File: src/rtl/axis_window_sequencer.sv
// axis_window_sequencer
// Front-end controller for axis_window_multiplier. Samples pass straight through
// with their in-frame index on m_axis_tuser and tlast on the final index. Window
// coefficients are written into the multiplier's BRAM port A, only between frames.
module axis_window_sequencer #(
  parameter int TDATA_WIDTH = 16,
  parameter int TUSER_WIDTH = 16,
  parameter int ADDR_WIDTH  = 12,
  parameter int COL_NUM     = 2,
  parameter int COL_WIDTH   = 8,
  parameter int DATA_WIDTH  = COL_NUM * COL_WIDTH
) (
  input  logic                   aclk,
  input  logic                   aresetn,
  input  logic [ADDR_WIDTH-1:0]  cfg_last_idx,
  input  logic [TDATA_WIDTH-1:0] s_axis_tdata,
  input  logic                   s_axis_tvalid,
  output logic                   s_axis_tready,
  output logic [TDATA_WIDTH-1:0] m_axis_tdata,
  output logic [TUSER_WIDTH-1:0] m_axis_tuser,
  output logic                   m_axis_tvalid,
  output logic                   m_axis_tlast,
  input  logic                   m_axis_tready,
  input  logic [DATA_WIDTH-1:0]  s_coef_tdata,
  input  logic                   s_coef_tvalid,
  input  logic                   s_coef_tlast,
  output logic                   s_coef_tready,
  output logic [ADDR_WIDTH-1:0]  bram_porta_addr,
  output logic [DATA_WIDTH-1:0]  bram_porta_wrdata,
  output logic [COL_NUM-1:0]     bram_porta_we,
  output logic                   load_done,
  output logic                   err_coef_len,
  output logic [31:0]            frame_cnt
);

  typedef enum logic [1:0] {IDLE, LOAD, RUN} state_t;

  localparam logic [ADDR_WIDTH:0] CNT_ONE = {{ADDR_WIDTH{1'b0}}, 1'b1};
  localparam logic [ADDR_WIDTH:0] CNT_MAX = {(ADDR_WIDTH+1){1'b1}};

  state_t                  state_q, state_d;
  logic [ADDR_WIDTH-1:0]   idx_q, idx_d;
  logic [ADDR_WIDTH-1:0]   last_idx_q, last_idx_d;
  // Words accepted in the current load; the MSB marks "address space exhausted".
  logic [ADDR_WIDTH:0]     cnt_q, cnt_d;
  logic [31:0]             frame_cnt_q, frame_cnt_d;
  logic                    err_q, err_d;
  logic [ADDR_WIDTH-1:0]   wr_addr_q, wr_addr_d;
  logic [DATA_WIDTH-1:0]   wr_data_q, wr_data_d;
  logic [COL_NUM-1:0]      we_q, we_d;
  logic                    done_q, done_d;

  logic run, smp_hs, coef_hs, at_last;

  assign run     = (state_q == RUN);
  assign smp_hs  = run && s_axis_tvalid && m_axis_tready;
  assign coef_hs = (state_q == LOAD) && s_coef_tvalid;
  assign at_last = (idx_q == last_idx_q);

  assign s_axis_tready     = run && m_axis_tready;
  assign m_axis_tvalid     = run && s_axis_tvalid;
  assign m_axis_tdata      = run ? s_axis_tdata : '0;
  assign m_axis_tuser      = TUSER_WIDTH'(idx_q);
  assign m_axis_tlast      = run && at_last;
  assign s_coef_tready     = (state_q == LOAD);
  assign bram_porta_addr   = wr_addr_q;
  assign bram_porta_wrdata = wr_data_q;
  assign bram_porta_we     = we_q;
  assign load_done         = done_q;
  assign err_coef_len      = err_q;
  assign frame_cnt         = frame_cnt_q;

  // State register plus all datapath registers; reset clears everything at once.
  always_ff @(posedge aclk or negedge aresetn) begin
    if (!aresetn) begin
      state_q     <= IDLE;
      idx_q       <= '0;
      last_idx_q  <= '0;
      cnt_q       <= '0;
      frame_cnt_q <= '0;
      err_q       <= 1'b0;
      wr_addr_q   <= '0;
      wr_data_q   <= '0;
      we_q        <= '0;
      done_q      <= 1'b0;
    end else begin
      state_q     <= state_d;
      idx_q       <= idx_d;
      last_idx_q  <= last_idx_d;
      cnt_q       <= cnt_d;
      frame_cnt_q <= frame_cnt_d;
      err_q       <= err_d;
      wr_addr_q   <= wr_addr_d;
      wr_data_q   <= wr_data_d;
      we_q        <= we_d;
      done_q      <= done_d;
    end
  end

  // Next-state logic: loading wins in IDLE, frames only end on a tlast handshake.
  always_comb begin
    state_d     = state_q;
    idx_d       = idx_q;
    last_idx_d  = last_idx_q;
    cnt_d       = cnt_q;
    frame_cnt_d = frame_cnt_q;
    err_d       = err_q;
    wr_addr_d   = wr_addr_q;
    wr_data_d   = wr_data_q;
    we_d        = '0;
    done_d      = 1'b0;
    case (state_q)
      IDLE: begin
        if (s_coef_tvalid) begin
          // The length check of this load compares against the current setting.
          state_d    = LOAD;
          cnt_d      = '0;
          err_d      = 1'b0;
          last_idx_d = cfg_last_idx;
        end else if (s_axis_tvalid) begin
          state_d    = RUN;
          last_idx_d = cfg_last_idx;
        end
      end
      LOAD: begin
        if (coef_hs) begin
          if (!cnt_q[ADDR_WIDTH]) begin
            we_d      = '1;
            wr_addr_d = cnt_q[ADDR_WIDTH-1:0];
            wr_data_d = s_coef_tdata;
          end
          if (cnt_q != CNT_MAX) cnt_d = cnt_q + CNT_ONE;
          if (s_coef_tlast) begin
            state_d = IDLE;
            done_d  = 1'b1;
            err_d   = (cnt_d != ({1'b0, last_idx_q} + CNT_ONE));
          end
        end
      end
      RUN: begin
        if (smp_hs) begin
          if (at_last) begin
            idx_d       = '0;
            frame_cnt_d = frame_cnt_q + 32'd1;
            if (s_coef_tvalid) state_d = IDLE;
            else               last_idx_d = cfg_last_idx;
          end else begin
            idx_d = idx_q + 1'b1;
          end
        end
      end
      default: state_d = IDLE;
    endcase
  end

endmodule
File: config.mk
export PLATFORM = sky130hd
export DESIGN_NAME = axis_window_sequencer
export DESIGN_NICKNAME = d
export VERILOG_FILES = /design/src/rtl/axis_window_sequencer.sv
export SDC_FILE = /design/constraint.sdc
export NUM_CORES = 1
export LEC_CHECK = 0
export CORE_UTILIZATION = 25
export CTS_CLUSTER_SIZE = 14
export DETAILED_ROUTE_END_ITERATION = 8
export HOLD_SLACK_MARGIN = 0.15
export PLACE_DENSITY = 0.57
export SLEW_MARGIN = 15
export SYNTH_ARGS = -nofsm -noshare
export SYNTH_HDL_FRONTEND = slang
export SYNTH_SLANG_ARGS = --single-unit
File: constraint.sdc
create_clock -name aclk -period 4.8 [get_ports aclk]
set_clock_uncertainty 0.2 [all_clocks]
set_input_delay 0.72 -clock aclk [delete_from_list [all_inputs] [get_ports aclk]]
set_output_delay 0.72 -clock aclk [all_outputs]
set_load 0.05 [all_outputs]
**Word level (Yosys, flattened, before mapping)**

Cells that the tools add are included.

- Register bits after elaboration: 103
- Word-level logic and storage cells: 75
- Input port bits: 50

- Bitwise gates (word level): 1
- Equality and inequality tests: 13
- Multiplexer cells: 32
- Add/sub/neg operators: 4
- Reductions and logical operators: 15

Operator list:

| operator | number |
|---|---|
| $mux W12 | 6 |
| $mux W13 | 5 |
| $add A32 B1 Y32 const B | 1 |
| $pmux W13 S2 | 1 |
| $pmux W12 S2 | 1 |
| $mux W2 | 10 |
| $mux W16 | 1 |
| $add A12 B1 Y13 const B | 1 |
| $add A13 B1 Y13 const B | 1 |
| $ne A13 B13 Y1 | 1 |
| $ne A13 B13 Y1 const B | 1 |
| $add A12 B1 Y12 const B | 1 |
| $eq A12 B12 Y1 | 1 |
| $reduce_and A3 Y1 | 3 |
| $ne A2 B2 Y1 const B | 4 |
| $mux W1 | 6 |
| $ne A2 B1 Y1 const B | 3 |
| $pmux W2 S3 | 1 |
| $reduce_and A6 Y1 | 1 |
| $logic_and A1 B1 Y1 | 5 |
| $reduce_and A5 Y1 | 1 |
| $reduce_and A4 Y1 | 1 |
| $reduce_bool A2 Y1 | 2 |
| $ne A3 B3 Y1 const B | 1 |
| other kinds (6) | 6 |

**Logic depth before layout (Yosys ltp)**

- Depth in word-level cells: 8
- Gate-level depth with buffers: 9
- Gate-level depth less buffers: 8

**Worst setup path after synthesis**

OpenSTA, ideal clock, no wires.

- Path type: register -> register
- From: reg cnt_q[0]
- To: reg err_q, in the netlist err_coef_len
- Data required time: 4.481 ns
- Buffers on the path: 0
- Stages on the path, launching flop included: 8
- Clock period less this slack: 2.872 ns
- Library setup time: 0.119 ns
- Arrival time: 2.553 ns
- Setup slack: 1.928 ns
- Cells stage by stage: dfrtp_1 ha_1 nand2_1 nor4_2 mux4_2 a2111oi_0 nand4_1 o21a_1

- Word-level cells in the longest chain between the ends: 8

RTL lines:

| item | RTL line | text |
|---|---|---|
| start, declared | 45 | `logic [ADDR_WIDTH:0] cnt_q, cnt_d;` |
| start signal, assigned | 90 | `cnt_q <= cnt_d;` |
| $add A13 B1 Y13 / $ne A13 B13 Y1 (equally long branches) | 132 | `if (cnt_q != CNT_MAX) cnt_d = cnt_q + CNT_ONE;` |
| $mux W13 * | 132 |  |
| $mux W13 * | 126 | `if (coef_hs) begin` |
| $mux W13 * | 112 | `case (state_q)` |
| $ne A13 B13 Y1 * | 136 | `err_d = (cnt_d != ({1'b0, last_idx_q} + CNT_ONE));` |
| $mux W1 * | 133 | `if (s_coef_tlast) begin` |
| $mux W1 * | 126 |  |
| $pmux W1 S2 * | 112 |  |
| end signal, assigned | 92 | `err_q <= err_d;` |
| end, declared | 47 | `logic err_q, err_d;` |

Mark *: on every way between the ends. The rest lies on a longest branch, timed or not. The select of a mux whose other input is x is not followed.
A chain may end at the register's enable or synchronous reset.

**Final worst setup path**

- From: reg last_idx_q[2]
- To: out m_axis_tlast

- Word-level cells in the longest chain between the ends: 2

RTL lines:

| item | RTL line | text |
|---|---|---|
| start, declared | 43 | `logic [ADDR_WIDTH-1:0] last_idx_q, last_idx_d;` |
| start signal, assigned | 89 | `last_idx_q <= last_idx_d;` |
| $eq A12 B12 Y1 | 58 | `assign at_last = (idx_q == last_idx_q);` |
| $logic_and A1 B1 Y1 | 64 | `assign m_axis_tlast = run && at_last;` |
| end, declared | 22 | `output logic m_axis_tlast,` |

No other way between the ends.

==> summary.md <==
| Metric | Value |
|---|---|
| Post-route ant nets | 0 |
| Remaining DRCs | 0 |
| Final hold vios | 0 |
| H-tree Lvls | 3 |
| Die footprint | 0.0221 mm2 |
| Grt ovf | 0 |
| Sink Count | 102 |
| Commonest cells after routing, fill and taps aside | clkdlybuf4s50_1 (144), dfrtp_1 (102), xnor2_1 (51) |
| Post_cts resized | 0 |
| Leak pwr | 3.03 nW |
| Largest net degree at the start of global routing | 41 |
| Starting Density | 0.256 |
| Sequential area share after synthesis | 0.475 |
| Req. time, crit path | 3880 ps |
| DRT Wirelength | 13900 um |
| Worst Path Max Fanout | 11 |
| Via-to-Cell Ratio | 4.58 |
| Mean Syn Cell Area | 10.5 um2 |
| Commonest non-fill, non-tap cell in the layout | clkdlybuf4s50_1 |
| Crit path DAT | 2730 ps |
| RSZ-0062 raised after global routing | false |
| Setup Viol. Count Final | 0 |
| Mux share of post-synthesis cell area | 0.0978 |
| FF+latch count, synth | 102 |
| Worst path cell trace | xnor2_1 > nand4_2 > nor3_1 > and2_1 > clkdlybuf4s50_1 |
| Top cells by area, synth | dfrtp_1 (47%), xnor2_1 (8.3%), mux2_2 (8.0%), nand2_1 (3.0%), and2_1 (2.7%) |
| Worst-skew pair later-pin latency | 350 ps |
| CP Capture Type | output pin |
| Peak supply drop | 161 uV |
| Period utilisation layout | 0.760 |
| Synth cell types | 56 |
| PortBufs | 145 |
| Largest family of logic cells by synthesized area | simple AND/OR/NAND/NOR gates |
| Core area | 0.0210 mm2 |
| DRT iter0 DRCs | 165 |
| GPL Wtd Cong | 0.808 |
| Cell Area, Synth | 0.00538 mm2 |
| Setup crit start kind | flip-flop |
| Post-synth EDFFs | 0 |
| Die H | 149 um |
| DPL Wire Length | 10200 um |
| Filler instances | 2107 |
| Routed via count | 4254 |
| Kind of critical path | reg -> out |
| Final core occ | 0.352 |
| Total Neg Setup Slack | 0 ps |
| Routed len/inst | 14.9 um |
| Ys async rst share | 1.00 |
| R2r worst-path depth | 9 |
| Router iterations before antenna repair | 4 |
| Inserted Diodes | 0 |
| FMAX | 274 MHz |
| Fin crit period | 3650 ps |
| Yosys warns | 0 |
| Cts bufs inserted | 9 |
| Final net count | 703 |
| Pwr/cell area | 458 mW/mm2 |
| DIE WIDTH | 149 um |
| Largest area contributor in the netlist | dfrtp_1 |
| Most used DFF post-synth | dfrtp_1 |
| Crit path from | last_idx_q[2] |
| Synth Instances | 510 |
| Slowest CP cell | clkdlybuf4s50_1 |
| Layout cells sized above 1 | 0.113 |
| Antenna violations before repair | 0 |
| Xor/xnor share of the synthesized area | 0.111 |
| # Max-Cap Violations | 0 |
| Top cell type's share of synthesized area | 0.475 |
| Worst-Margin Slew | 572 ps |
| Crit Reg-Reg Startpoint | state_q[0] |
| Total GRT Usage | 0.131 |
| Capture point of the worst reg-to-reg path | last_idx_q[2] |
| First-pass GRT wire length | 22500 um |
| CP endpoint | m_axis_tlast |
| Hold Crit Class | reg -> reg |
| Worst Setup Slack, final | 1150 ps |
| Simple-Gate Fraction of Synth Area | 0.201 |
| Longest Clk Path Bufs | 2 |
| Syn-to-layout area delta | 37.5% |
| Clock Pin Slew Worst Setup and Hold Paths | 70 ps |
| Vias in the first global route | 4180 |
| Post-synthesis compound-gate area fraction | 0.0747 |
| Clk root buf | clkbuf_16 |
| CTS tree | built |
| Status | completed |
| R2R Setup Slk | 1610 ps |
| Io pins | 150 |
| Final slew viol count | 0 |
| Pre-CTS setup slack | 1300 ps |
| Max_slew headroom | 0.617 |
| Synth Area in Adders | 0.00931 |
| FP Rows | 53 |
| CP max stage delay | 810 ps |
repair_timing:
| action | 4_1_cts | 5_1_grt |
|---|---|---|
| setup buffers | 0 | 0 |
| hold buffers | 1 | 0 |
| hold endpoints to repair | 31 | 0 |
final cells by class:
type	count	area (um2)	area share
clock buffers	10	239	0.0323
clock inverters	5	57.6	0.00779
inverters	4	15.0	0.00203
multi-input cells	379	2670	0.361
flip-flops and latches	102	2550	0.345
well taps	275	344	0.0466
repair buffers	153	1510	0.205
registers in the layout (all words and copies together), names as in the netlist:
register,flops
frame_cnt,32
bram_porta_wrdata,16
cnt_q,13
bram_porta_addr,12
idx_q,12
last_idx_q,12
state_q,2
bram_porta_we,1
err_coef_len,1
load_done,1
report_power, final:
part	switching (W)	internal, W
sequential	0.000220	0.00102
combinational	0.000803	0.000589
clock	0.000333	0.000417
total	0.00136	0.00203
layer usage:
metal,track usage,part of all wire,vias to the layer above
met1,0.173,0.46,2047
met5,0,0,-
li1,-,-,2065
met3,0.0276,0.051,18
met4,0.0510,0.017,0
met2,0.209,0.47,124
cell usage after synthesis (all sizes together), types with 4 or more instances:
cell type	number
buf	21
nand3	26
and4	9
xor2	15
a21oi	14
nor4	4
nand2b	8
o21ai	20
or3	6
nand2	43
xnor2	52
nand4	18
nor2	31
and2	23
ha	4
and3	18
clkbuf	7
dfrtp	102
nor2b	5
inv	4
mux2	42
through the flow:
stage / hold WS [ps] / total power (W) / cells / area [um2]
after detailed placement: 289 / 0.00266 / 912 / 7080
final: 295 / 0.00338 / 928 / 7390
after global routing: 324 / 0.00358 / 928 / 7390
after global placement: 262 / 0.00264 / 912 / 7080
after floorplan: 224 / 0.00222 / 513 / 5390
after CTS: 303 / 0.00343 / 928 / 7390
critical path, delay by kind of cell (launching register included):
kind / cells / cell delay, ps
and+or+nand+nor: 3 / 840
DFF: 1 / 500
buffers and inverters: 1 / 810
xor gates and xnor gates: 1 / 220
kinds of logic after synthesis:
family          Yosys count
xor+xnor                 67
compound gates           62
buf+inv                  32
simple gates            196
mux                      46
other cells               1
fa+ha+maj                 4
flops                   102
worst min path at each step:
| stage | cells after the start | endpoint | slack (ps) | startpoint |
|---|---|---|---|---|
| 3_5_place_dp | 1 | frame_cnt[24] | 290 | frame_cnt[24] |
| 6_report | 1 | frame_cnt[6] | 290 | frame_cnt[6] |
| 3_3_place_gp | 1 | frame_cnt[31] | 260 | frame_cnt[31] |
| 2_1_floorplan | 0 | bram_porta_addr[0] | 220 | aresetn |
| 4_1_cts | 1 | frame_cnt[24] | 300 | frame_cnt[24] |
| 5_1_grt | 1 | bram_porta_wrdata[1] | 320 | bram_porta_wrdata[1] |
Power figures use the tool's default switching activity.
